<file path="src/rtl/smg_pkg.sv">
// Shared constants for the 7-segment scan decoder: segment codes, strobe patterns, FSM states.
package smg_pkg;

    // Active-high gfedcba codes for hex digits 0..F
    localparam logic [6:0] SEG_0 = 7'h3F;
    localparam logic [6:0] SEG_1 = 7'h06;
    localparam logic [6:0] SEG_2 = 7'h5B;
    localparam logic [6:0] SEG_3 = 7'h4F;
    localparam logic [6:0] SEG_4 = 7'h66;
    localparam logic [6:0] SEG_5 = 7'h6D;
    localparam logic [6:0] SEG_6 = 7'h7D;
    localparam logic [6:0] SEG_7 = 7'h07;
    localparam logic [6:0] SEG_8 = 7'h7F;
    localparam logic [6:0] SEG_9 = 7'h6F;
    localparam logic [6:0] SEG_A = 7'h77;
    localparam logic [6:0] SEG_B = 7'h7C;
    localparam logic [6:0] SEG_C = 7'h39;
    localparam logic [6:0] SEG_D = 7'h5E;
    localparam logic [6:0] SEG_E = 7'h79;
    localparam logic [6:0] SEG_F = 7'h71;

    localparam logic [3:0] SCAN_D0 = 4'b1000;
    localparam logic [3:0] SCAN_D1 = 4'b0100;
    localparam logic [3:0] SCAN_D2 = 4'b0010;
    localparam logic [3:0] SCAN_D3 = 4'b0001;

    typedef enum logic [1:0] {
        ST_IDLE,
        ST_SETTLE,
        ST_SAMPLE,
        ST_HOLD
    } state_e;

    // Returns {is_one_hot, slot}; slot 0 is the leftmost digit
    function automatic logic [2:0] scan_slot(input logic [3:0] s);
        case (s)
            SCAN_D0: return 3'b100;
            SCAN_D1: return 3'b101;
            SCAN_D2: return 3'b110;
            SCAN_D3: return 3'b111;
            default: return 3'b000;
        endcase
    endfunction

endpackage

</file>
<file path="src/rtl/smg_scan_decoder_seg_decode.sv">
// Combinational hex-table lookup: active-high gfedcba code to nibble plus legality flag.
import smg_pkg::*;

module smg_seg_decode (
    input  logic [6:0] code_i,
    output logic [3:0] nib_o,
    output logic       vld_o
);

    always_comb begin
        nib_o = 4'h0;
        vld_o = 1'b1;
        case (code_i)
            SEG_0:   nib_o = 4'h0;
            SEG_1:   nib_o = 4'h1;
            SEG_2:   nib_o = 4'h2;
            SEG_3:   nib_o = 4'h3;
            SEG_4:   nib_o = 4'h4;
            SEG_5:   nib_o = 4'h5;
            SEG_6:   nib_o = 4'h6;
            SEG_7:   nib_o = 4'h7;
            SEG_8:   nib_o = 4'h8;
            SEG_9:   nib_o = 4'h9;
            SEG_A:   nib_o = 4'hA;
            SEG_B:   nib_o = 4'hB;
            SEG_C:   nib_o = 4'hC;
            SEG_D:   nib_o = 4'hD;
            SEG_E:   nib_o = 4'hE;
            SEG_F:   nib_o = 4'hF;
            default: vld_o = 1'b0;
        endcase
    end

endmodule

</file>
<file path="src/rtl/smg_scan_decoder.sv">
// Rebuilds four hex digits + decimal points from a multiplexed 7-segment bus and
// publishes one validated value per complete, in-order scan frame.
import smg_pkg::*;

module smg_scan_decoder #(
    parameter int SETTLE         = 8,
    parameter int TIMEOUT        = 50000,
    parameter bit SEG_ACTIVE_LOW = 1'b1
) (
    input  logic        CLK,
    input  logic        RSTn,
    input  logic [3:0]  Scan_Sig,
    input  logic [7:0]  SMG_Data,
    output logic [15:0] Digit_Value,
    output logic [3:0]  Digit_DP,
    output logic        Frame_Valid,
    output logic        Bad_Frame,
    output logic        Link_Up
);

    localparam logic [7:0]  SETTLE_LAST = 8'(SETTLE - 1);
    localparam logic [19:0] IDLE_MAX    = 20'(TIMEOUT);

    logic [3:0]       scan_m_q, scan_s_q, scan_p_q;
    logic [7:0]       seg_m_q, seg_s_q, seg_n;
    state_e           state_q, state_d;
    logic [7:0]       cnt_q, cnt_d;
    logic [19:0]      idle_q, idle_d;
    logic [1:0]       exp_q, exp_d, sl;
    logic             bad_q, bad_d, bad_cur, sl_ok, change;
    logic [3:0][3:0]  nib_q, nib_d;
    logic [3:0]       dpb_q, dpb_d, dp_q, dp_d;
    logic [15:0]      val_q, val_d;
    logic             fv_q, fv_d, bf_q, bf_d, link_q, link_d;
    logic [3:0]       dec_nib;
    logic             dec_vld;

    assign seg_n  = SEG_ACTIVE_LOW ? ~seg_s_q : seg_s_q;
    assign change = (scan_s_q != scan_p_q);
    // scan_p_q holds the settled pattern while in SETTLE-complete and SAMPLE
    assign {sl_ok, sl} = scan_slot(scan_p_q);

    smg_seg_decode u_dec (
        .code_i (seg_n[6:0]),
        .nib_o  (dec_nib),
        .vld_o  (dec_vld)
    );

    always_comb begin
        state_d = state_q;
        cnt_d   = cnt_q;
        idle_d  = idle_q;
        exp_d   = exp_q;
        bad_d   = bad_q;
        bad_cur = 1'b0;
        nib_d   = nib_q;
        dpb_d   = dpb_q;
        val_d   = val_q;
        dp_d    = dp_q;
        fv_d    = 1'b0;
        bf_d    = 1'b0;
        link_d  = link_q;

        if (change) begin
            state_d = ST_SETTLE;
            cnt_d   = 8'd0;
        end else begin
            case (state_q)
                ST_SETTLE: begin
                    if (cnt_q == SETTLE_LAST) begin
                        state_d = sl_ok ? ST_SAMPLE : ST_HOLD;
                        // Settled non-one-hot, non-blank pattern: sequence error
                        if (!sl_ok && scan_p_q != 4'b0000) begin
                            bf_d  = ~bad_q;
                            bad_d = 1'b1;
                            exp_d = 2'd0;
                        end
                    end else begin
                        cnt_d = cnt_q + 8'd1;
                    end
                end
                ST_SAMPLE: state_d = ST_HOLD;
                default:   state_d = state_q;
            endcase
        end

        if (change) begin
            idle_d = 20'd0;
        end else if (idle_q != IDLE_MAX) begin
            idle_d = idle_q + 20'd1;
        end
        if (!change && idle_q == IDLE_MAX - 20'd1) begin
            link_d = 1'b0;
            exp_d  = 2'd0;
            bad_d  = 1'b0;
        end

        if (state_q == ST_SAMPLE) begin
            nib_d[2'd3 - sl] = dec_nib;
            dpb_d[2'd3 - sl] = seg_n[7];
            if (sl == exp_q) begin
                // Slot 0 opens a fresh frame, so earlier badness is forgotten
                bad_cur = bad_q & (sl != 2'd0);
                bf_d    = ~dec_vld & ~bad_cur;
                bad_d   = bad_cur | ~dec_vld;
                exp_d   = exp_q + 2'd1;
                if (sl == 2'd3) begin
                    bad_d = 1'b0;
                    if (!bad_cur && dec_vld) begin
                        val_d  = nib_d;
                        dp_d   = dpb_d;
                        fv_d   = 1'b1;
                        link_d = 1'b1;
                    end
                end
            end else begin
                bf_d = ~bad_q | ((sl == 2'd0) & ~dec_vld);
                if (sl == 2'd0) begin
                    exp_d = 2'd1;
                    bad_d = ~dec_vld;
                end else begin
                    exp_d = 2'd0;
                    bad_d = 1'b1;
                end
            end
        end
    end

    always_ff @(posedge CLK or negedge RSTn) begin
        if (!RSTn) begin
            scan_m_q <= 4'h0;
            scan_s_q <= 4'h0;
            scan_p_q <= 4'h0;
            seg_m_q  <= 8'h00;
            seg_s_q  <= 8'h00;
            state_q  <= ST_IDLE;
            cnt_q    <= 8'd0;
            idle_q   <= 20'd0;
            exp_q    <= 2'd0;
            bad_q    <= 1'b0;
            nib_q    <= '0;
            dpb_q    <= 4'h0;
            val_q    <= 16'h0000;
            dp_q     <= 4'h0;
            fv_q     <= 1'b0;
            bf_q     <= 1'b0;
            link_q   <= 1'b0;
        end else begin
            scan_m_q <= Scan_Sig;
            scan_s_q <= scan_m_q;
            scan_p_q <= scan_s_q;
            seg_m_q  <= SMG_Data;
            seg_s_q  <= seg_m_q;
            state_q  <= state_d;
            cnt_q    <= cnt_d;
            idle_q   <= idle_d;
            exp_q    <= exp_d;
            bad_q    <= bad_d;
            nib_q    <= nib_d;
            dpb_q    <= dpb_d;
            val_q    <= val_d;
            dp_q     <= dp_d;
            fv_q     <= fv_d;
            bf_q     <= bf_d;
            link_q   <= link_d;
        end
    end

    assign Digit_Value = val_q;
    assign Digit_DP    = dp_q;
    assign Frame_Valid = fv_q;
    assign Bad_Frame   = bf_q;
    assign Link_Up     = link_q;

endmodule

</file>
<file path="config.mk">
export PLATFORM = sky130hd
export DESIGN_NAME = smg_scan_decoder
export DESIGN_NICKNAME = d
export VERILOG_FILES = /design/src/rtl/smg_pkg.sv /design/src/rtl/smg_scan_decoder_seg_decode.sv /design/src/rtl/smg_scan_decoder.sv
export SDC_FILE = /design/constraint.sdc
export NUM_CORES = 1
export LEC_CHECK = 0
export CAP_MARGIN = 10
export CORE_UTILIZATION = 40
export DETAILED_ROUTE_END_ITERATION = 8
export GPL_TIMING_DRIVEN = 0
export PLACE_DENSITY_LB_ADDON = 0.1
export SLEW_MARGIN = 20
export SYNTH_ARGS = -nofsm -noshare
export SYNTH_HDL_FRONTEND = slang
export SYNTH_SLANG_ARGS = --single-unit
export TNS_END_PERCENT = 50
</file>
<file path="constraint.sdc">
create_clock -name CLK -period 3.4 [get_ports CLK]
set_clock_uncertainty 0.15 [all_clocks]
set_input_delay 0.85 -clock CLK [delete_from_list [all_inputs] [get_ports CLK]]
set_output_delay 0.85 -clock CLK [all_outputs]
set_load 0.03 [all_outputs]
</file>
After elaboration in Yosys (flattened, before gate mapping)
Cells that the tools add are included.
Cells by class
  $add $sub $neg: 4
  equal/unequal tests: 31
  bitwise operators: 9
  reduce and logical (&&, ||, !) cells: 21
  multiplexer cells: 50
  order comparisons: 2
Operators with widths (number)
  equality test 7 bit (second input constant): 12
  case mux 4 bit (15 select lines): 1
  2-to-1 mux 20 bit: 2
  2-to-1 mux 1 bit: 28
  2-to-1 mux 8 bit: 3
  adder 20 x 1 -> 20 bit (second input constant): 1
  equality test 20 x 16 -> 1 bit (second input constant): 1
  != test 20 x 16 -> 1 bit (second input constant): 1
  2-to-1 mux 2 bit: 9
  bitwise mux 16 bit: 1
  OR reduction 16 bit: 1
  equality test 7 x 3 -> 1 bit (second input constant): 2
  equality test 7 x 6 -> 1 bit (second input constant): 2
  case mux 3 bit (4 select lines): 1
  nonzero test 3 bit: 4
  adder 8 x 1 -> 8 bit (second input constant): 1
  demux 4 bit (select 2 bit): 1
  equality test 8 x 3 -> 1 bit (second input constant): 1
  inverter 8 bit: 1
  AND reduction 4 bit: 2
  nonzero test 2 bit: 3
  bitwise mux 4 bit: 1
  equality test 2 bit (second input constant): 2
  equality test 4 x 1 -> 1 bit (second input constant): 1
  24 further kinds: 35
Word-level totals
  register bits after elaboration: 104
  word-level logic and storage cells: 137
  input port bits: 14

Longest topological paths before layout
  depth after elaboration: 10
  gate-level depth with buffers: 7

Hierarchy
A second synthesis with hierarchy kept.
Second synthesis, totals
  cells, all modules: 429
  area total of the unflattened synthesis: 4996.0 um^2
By module, submodules not included
  smg_scan_decoder: seq. area each 2602.5 um^2, cells each 372, area an instance 4595.7 um^2, instances 1
  smg_seg_decode: seq. area each 0.0 um^2, cells each 57, area an instance 400.4 um^2, instances 1

Worst setup path after synthesis
Ideal clock, no wire load.
  path type: register to register
  from: reg scan_p_q[2]
  to: reg dp_q[1], in the netlist Digit_DP[1]
  data required time: 3125 ps
  setup time: 125 ps
  buffers on the path: 2
  clock period less this slack: 2451 ps
  cell stages (with the launch flop): 8
  path slack: 949 ps
  arrival: 2176 ps
  cell sequence: dfrtp_1 buf_2 or4b_1 and4_4 a221o_1 o211a_4 buf_6 mux2_4
On the way
  longest elaborated chain between the ends: 8
  elaborated cells between the ends (all ways): 19
Ends and longest elaborated chain
  start: declaration: RTL line smg_scan_decoder.sv:24  | logic [3:0] scan_m_q, scan_s_q, scan_p_q;
  start signal: assignment: RTL line smg_scan_decoder.sv:151  | scan_p_q <= scan_s_q;
  equality test 4 x 1 -> 1 bit, or another cell as far along: RTL line smg_pkg.sv:36  | case (s)
  case mux 3 bit (4 select lines) (*): RTL line smg_pkg.sv:36
  subtractor 2 bit: RTL line smg_scan_decoder.sv:100  | dpb_d[2'd3 - sl] = seg_n[7];
  less-than comparator 2 x 3 -> 1 bit (not written as such) / >= comparator 2 x 1 -> 1 bit (equally long branches): RTL line smg_scan_decoder.sv:100
  logical AND 1 bit (not written as such): RTL line smg_scan_decoder.sv:100
  2-to-1 mux 1 bit (not written as such): RTL line smg_scan_decoder.sv:100
  demux 1 bit (select 2 bit): RTL line smg_scan_decoder.sv:100
  bitwise mux 4 bit: RTL line smg_scan_decoder.sv:100
  end signal: assignment: RTL line smg_scan_decoder.sv:162  | dp_q <= dp_d;
  end: declaration: RTL line smg_scan_decoder.sv:32  | logic [3:0] dpb_q, dpb_d, dp_q, dp_d;
Every way passes the cells marked *; elsewhere a longest branch is shown, timed or not.
A chain may end at the register's enable or synchronous reset.

Worst setup path after layout
  from: reg scan_p_q[2]
  to: reg val_q[14], in the netlist Digit_Value[14]
On the way
  longest elaborated chain between the ends: 8
  elaborated cells between the ends (all ways): 19
Ends and longest elaborated chain
  equality test 4 x 1 -> 1 bit, or another cell as far along: RTL line smg_pkg.sv:36
  case mux 3 bit (4 select lines) (*): RTL line smg_pkg.sv:36
  subtractor 2 bit: RTL line smg_scan_decoder.sv:99  | nib_d[2'd3 - sl] = dec_nib;
  less-than comparator 2 x 3 -> 1 bit (not written as such) / >= comparator 2 x 1 -> 1 bit (equally long branches): RTL line smg_scan_decoder.sv:99
  logical AND 1 bit (not written as such): RTL line smg_scan_decoder.sv:99
  2-to-1 mux 4 bit (not written as such): RTL line smg_scan_decoder.sv:99
  demux 4 bit (select 2 bit): RTL line smg_scan_decoder.sv:99
  bitwise mux 16 bit: RTL line smg_scan_decoder.sv:99
  end signal: assignment: RTL line smg_scan_decoder.sv:161  | val_q <= val_d;
  end: declaration: RTL line smg_scan_decoder.sv:33  | logic [15:0] val_q, val_d;
Marks and branches as above.

==> metrics <==
total grt overflow 0; nets between 500 and 600; Routed Wire Length between 9000 and 10000 um; register area share after synthesis between 50 and 60%; Sw Pwr 504 uW; Sw Ratio about 22%; FP Rows 39; Cell Area, Synth ~4700 um^2; #FFs+latches synth roughly 100; Multi-input gate area 2010 um^2; endpoint class of the critical path flop; Die Ht approximately 110 um; input/output buffers 36; post_cts resized 0; final setup fails 0; Area Overhead vs Synth 18.0%; Clk pin slew, worst setup/hold paths approximately 0.060 ns; setup TNS 0 ns; worst endpoint data arrival time approximately 2.8 ns; initial antenna violation count 0; f_max 0.370 GHz; RD Place Congestion about 0.86; RSZ-0062 raised after global routing no; Main synth FF type dfrtp_1; Synth cell types between 60 and 70; Syn Area/Cell roughly 10 um^2; Hold Crit Class flop to flop; Initial Util between 40% and 50%; CTS tree yes; GRT Total Usage ~17%; full die area 12100 um^2; max_cap viols 0; clk sinks approximately 100; number of CTS-inserted buffers 9; CP required between 3 and 4 ns; Final Util between 40% and 50%; Yosys Warn Count 0; vias around 3400; CTS max path bufs 2; clock network power share roughly two fifths; Logic pwr share around 5.5%; final worst-path cycle share around 80%; R2R cell count 7; Clk Latency, worst-skew pair between 0.3 and 0.4 ns; status completed; antenna cell count 0; asr flop ratio synth 100%; Final Max Tran Viols 0; 1st-pass router iterations 4; hold buffers post-CTS 0; I/O pin total 37; Synthesized Nets approximately 460; final instance area 5490 um^2; Detailed Route Iter0 Violations approximately 150; storage element area roughly 2500 um^2; depth of the CTS H-tree 3; Final Hold Viols 0; max_slew headroom roughly 53%; share of layout cells above drive strength 1 under 10%; Post-synth EDFFs 0; Crit Path Class flop to flop; dpl cell area 5220 um^2; Avg WL per Cell around 15 um; internal power approximately 1.8 mW; Setup crit start kind flop; Post-Synthesis Cells roughly 450; maximum number of pins on one net before global-route repair between 50 and 60; DRC Markers 0; Die Wd 110 um; hold depth 0; Pleak ~2.2 nW; core area roughly 11000 um^2; Antenna Nets Post-Route 0; Tmin final roughly 2.7 ns; Flop pwr share between 50% and 60%; detailed placement HPWL ~6500 um; routed vias/inst between 5 and 6; Slew @ Worst Pin around 0.7 ns; first-pass GRT wire length 15400 um; Clk Tree Root Cell clkbuf_16; Fill cells 1062; vias in the first global route roughly 3100; Cell Pwr Density 414 nW/um^2; Max FO, Critical Path 10; post-CTS setup buffer count 0; Peak VDD IR 0.344 mV
## cell families (layout without fill, tap and decap cells)
family | after synthesis | count (layout) | synth area share (%)
simple gates | 176 | 176 | 20.4
flops | 99 | 99 | 53.2
compound gates | 84 | 84 | 12.3
buf+inv | 40 | 91 | 3.66
xor+xnor | 25 | 25 | 4.70
mux | 17 | 17 | 4.73
fa+ha+maj | 4 | 4 | 1.02
## synth_stat cells, types with 9 or more instances
cell type  instances  area, um^2
dfrtp_1           99        2480
xnor2_1           11        96.3
mux2_4             9         135
nor4b_1           10        87.6
nor3_1            14        70.1
nand4_1           10        62.6
inv_1             16        60.1
nor2_1            58         218
a21oi_1           25         125
clkbuf_1          16        60.1
xor2_1            14         123
nand3_1           12        60.1
o21ai_0           20         100
nand2_1           24        90.1
## path summary, 6_finish.rpt
kind                                   from         endpoint  slack, ns
worst min-delay path            scan_m_q[1]      scan_s_q[1]       0.20
worst max-delay path            scan_p_q[2]  Digit_Value[14]       0.69
max in group asynchronous              RSTn      scan_s_q[0]       2.21
worst max register to register  scan_p_q[2]  Digit_Value[14]       0.69
min in group asynchronous              RSTn       seg_m_q[6]       0.29
worst min register to register  scan_m_q[1]      scan_s_q[1]       0.20
## critical path, cell delays in order, from the launching register on
cell and delay [ns]:
dfrtp_1 0.35, buf_2 0.21, or4bb_1 0.48, a2111oi_4 0.40, a221o_1 0.26, o211a_4 0.23
buf_6 0.18, mux2_4 0.31
## per-layer routing
layer | track usage, % | wire length, um | up-vias
met3 | 5.51 | 433 | 8
met2 | 26.4 | 4360 | 63
met1 | 22.7 | 4510 | 1638
met5 | 0 | 0 | -
met4 | 5.90 | 134 | 0
li1 | - | - | 1679
## power groups by stage
stage | sequential, mW | clock (mW) | combinational [mW]
floorplan | 1.23 | 0 | 0.0655
global placement | 1.23 | 0 | 0.122
detailed placement | 1.23 | 0 | 0.128
CTS | 1.21 | 0.979 | 0.128
global route | 1.21 | 1.02 | 0.141
finish | 1.21 | 0.939 | 0.125
## cell usage in the layout, fill, tap and decap left out, types with 11 or more instances in the layout
cell | Yosys | layout
a21oi_1 | 25 | 25
clkbuf_1 | 16 | 17
clkdlybuf4s50_1 | 0 | 35
dfrtp_1 | 99 | 99
inv_1 | 16 | 16
nand2_1 | 24 | 24
nand3_1 | 12 | 12
nor2_1 | 58 | 58
nor3_1 | 14 | 14
o21ai_0 | 20 | 20
xnor2_1 | 11 | 11
xor2_1 | 14 | 14
## cell type report
cell class                 count  area share (%)
buffer                        24            2.01
clock buffer                  12            4.67
clock inverter                 2           0.228
inverter                      16            1.09
multi-input combinational    306            36.5
sequential                    99            45.1
tap                          143            3.26
timing repair buffer          37            7.09
## sequential cells by signal (all words and copies together) (netlist names)
signal and cells:
bad_q 1, scan_s_q 4, Frame_Valid 1, idle_q 20, seg_s_q 8, scan_m_q 4, Link_Up 1, dpb_q 3
Digit_DP 4, scan_p_q 4, Bad_Frame 1, nib_q 12, Digit_Value 16, state_q 2, seg_m_q 8, cnt_q 8
exp_q 2
## per-stage QoR
| stage | hold slack [ns] | instances | setup WS, ns | total power [mW] |
|---|---|---|---|---|
| detailed placement | 0.185 | 625 | 0.695 | 1.36 |
| finish | 0.196 | 639 | 0.695 | 2.27 |
| CTS | 0.199 | 639 | 0.677 | 2.32 |
| floorplan | 0.181 | 445 | 0.949 | 1.29 |
| global route | 0.203 | 639 | 0.535 | 2.37 |
| global placement | 0.183 | 624 | -2.48 | 1.35 |
No activity file was read; power rests on OpenSTA's default activity.
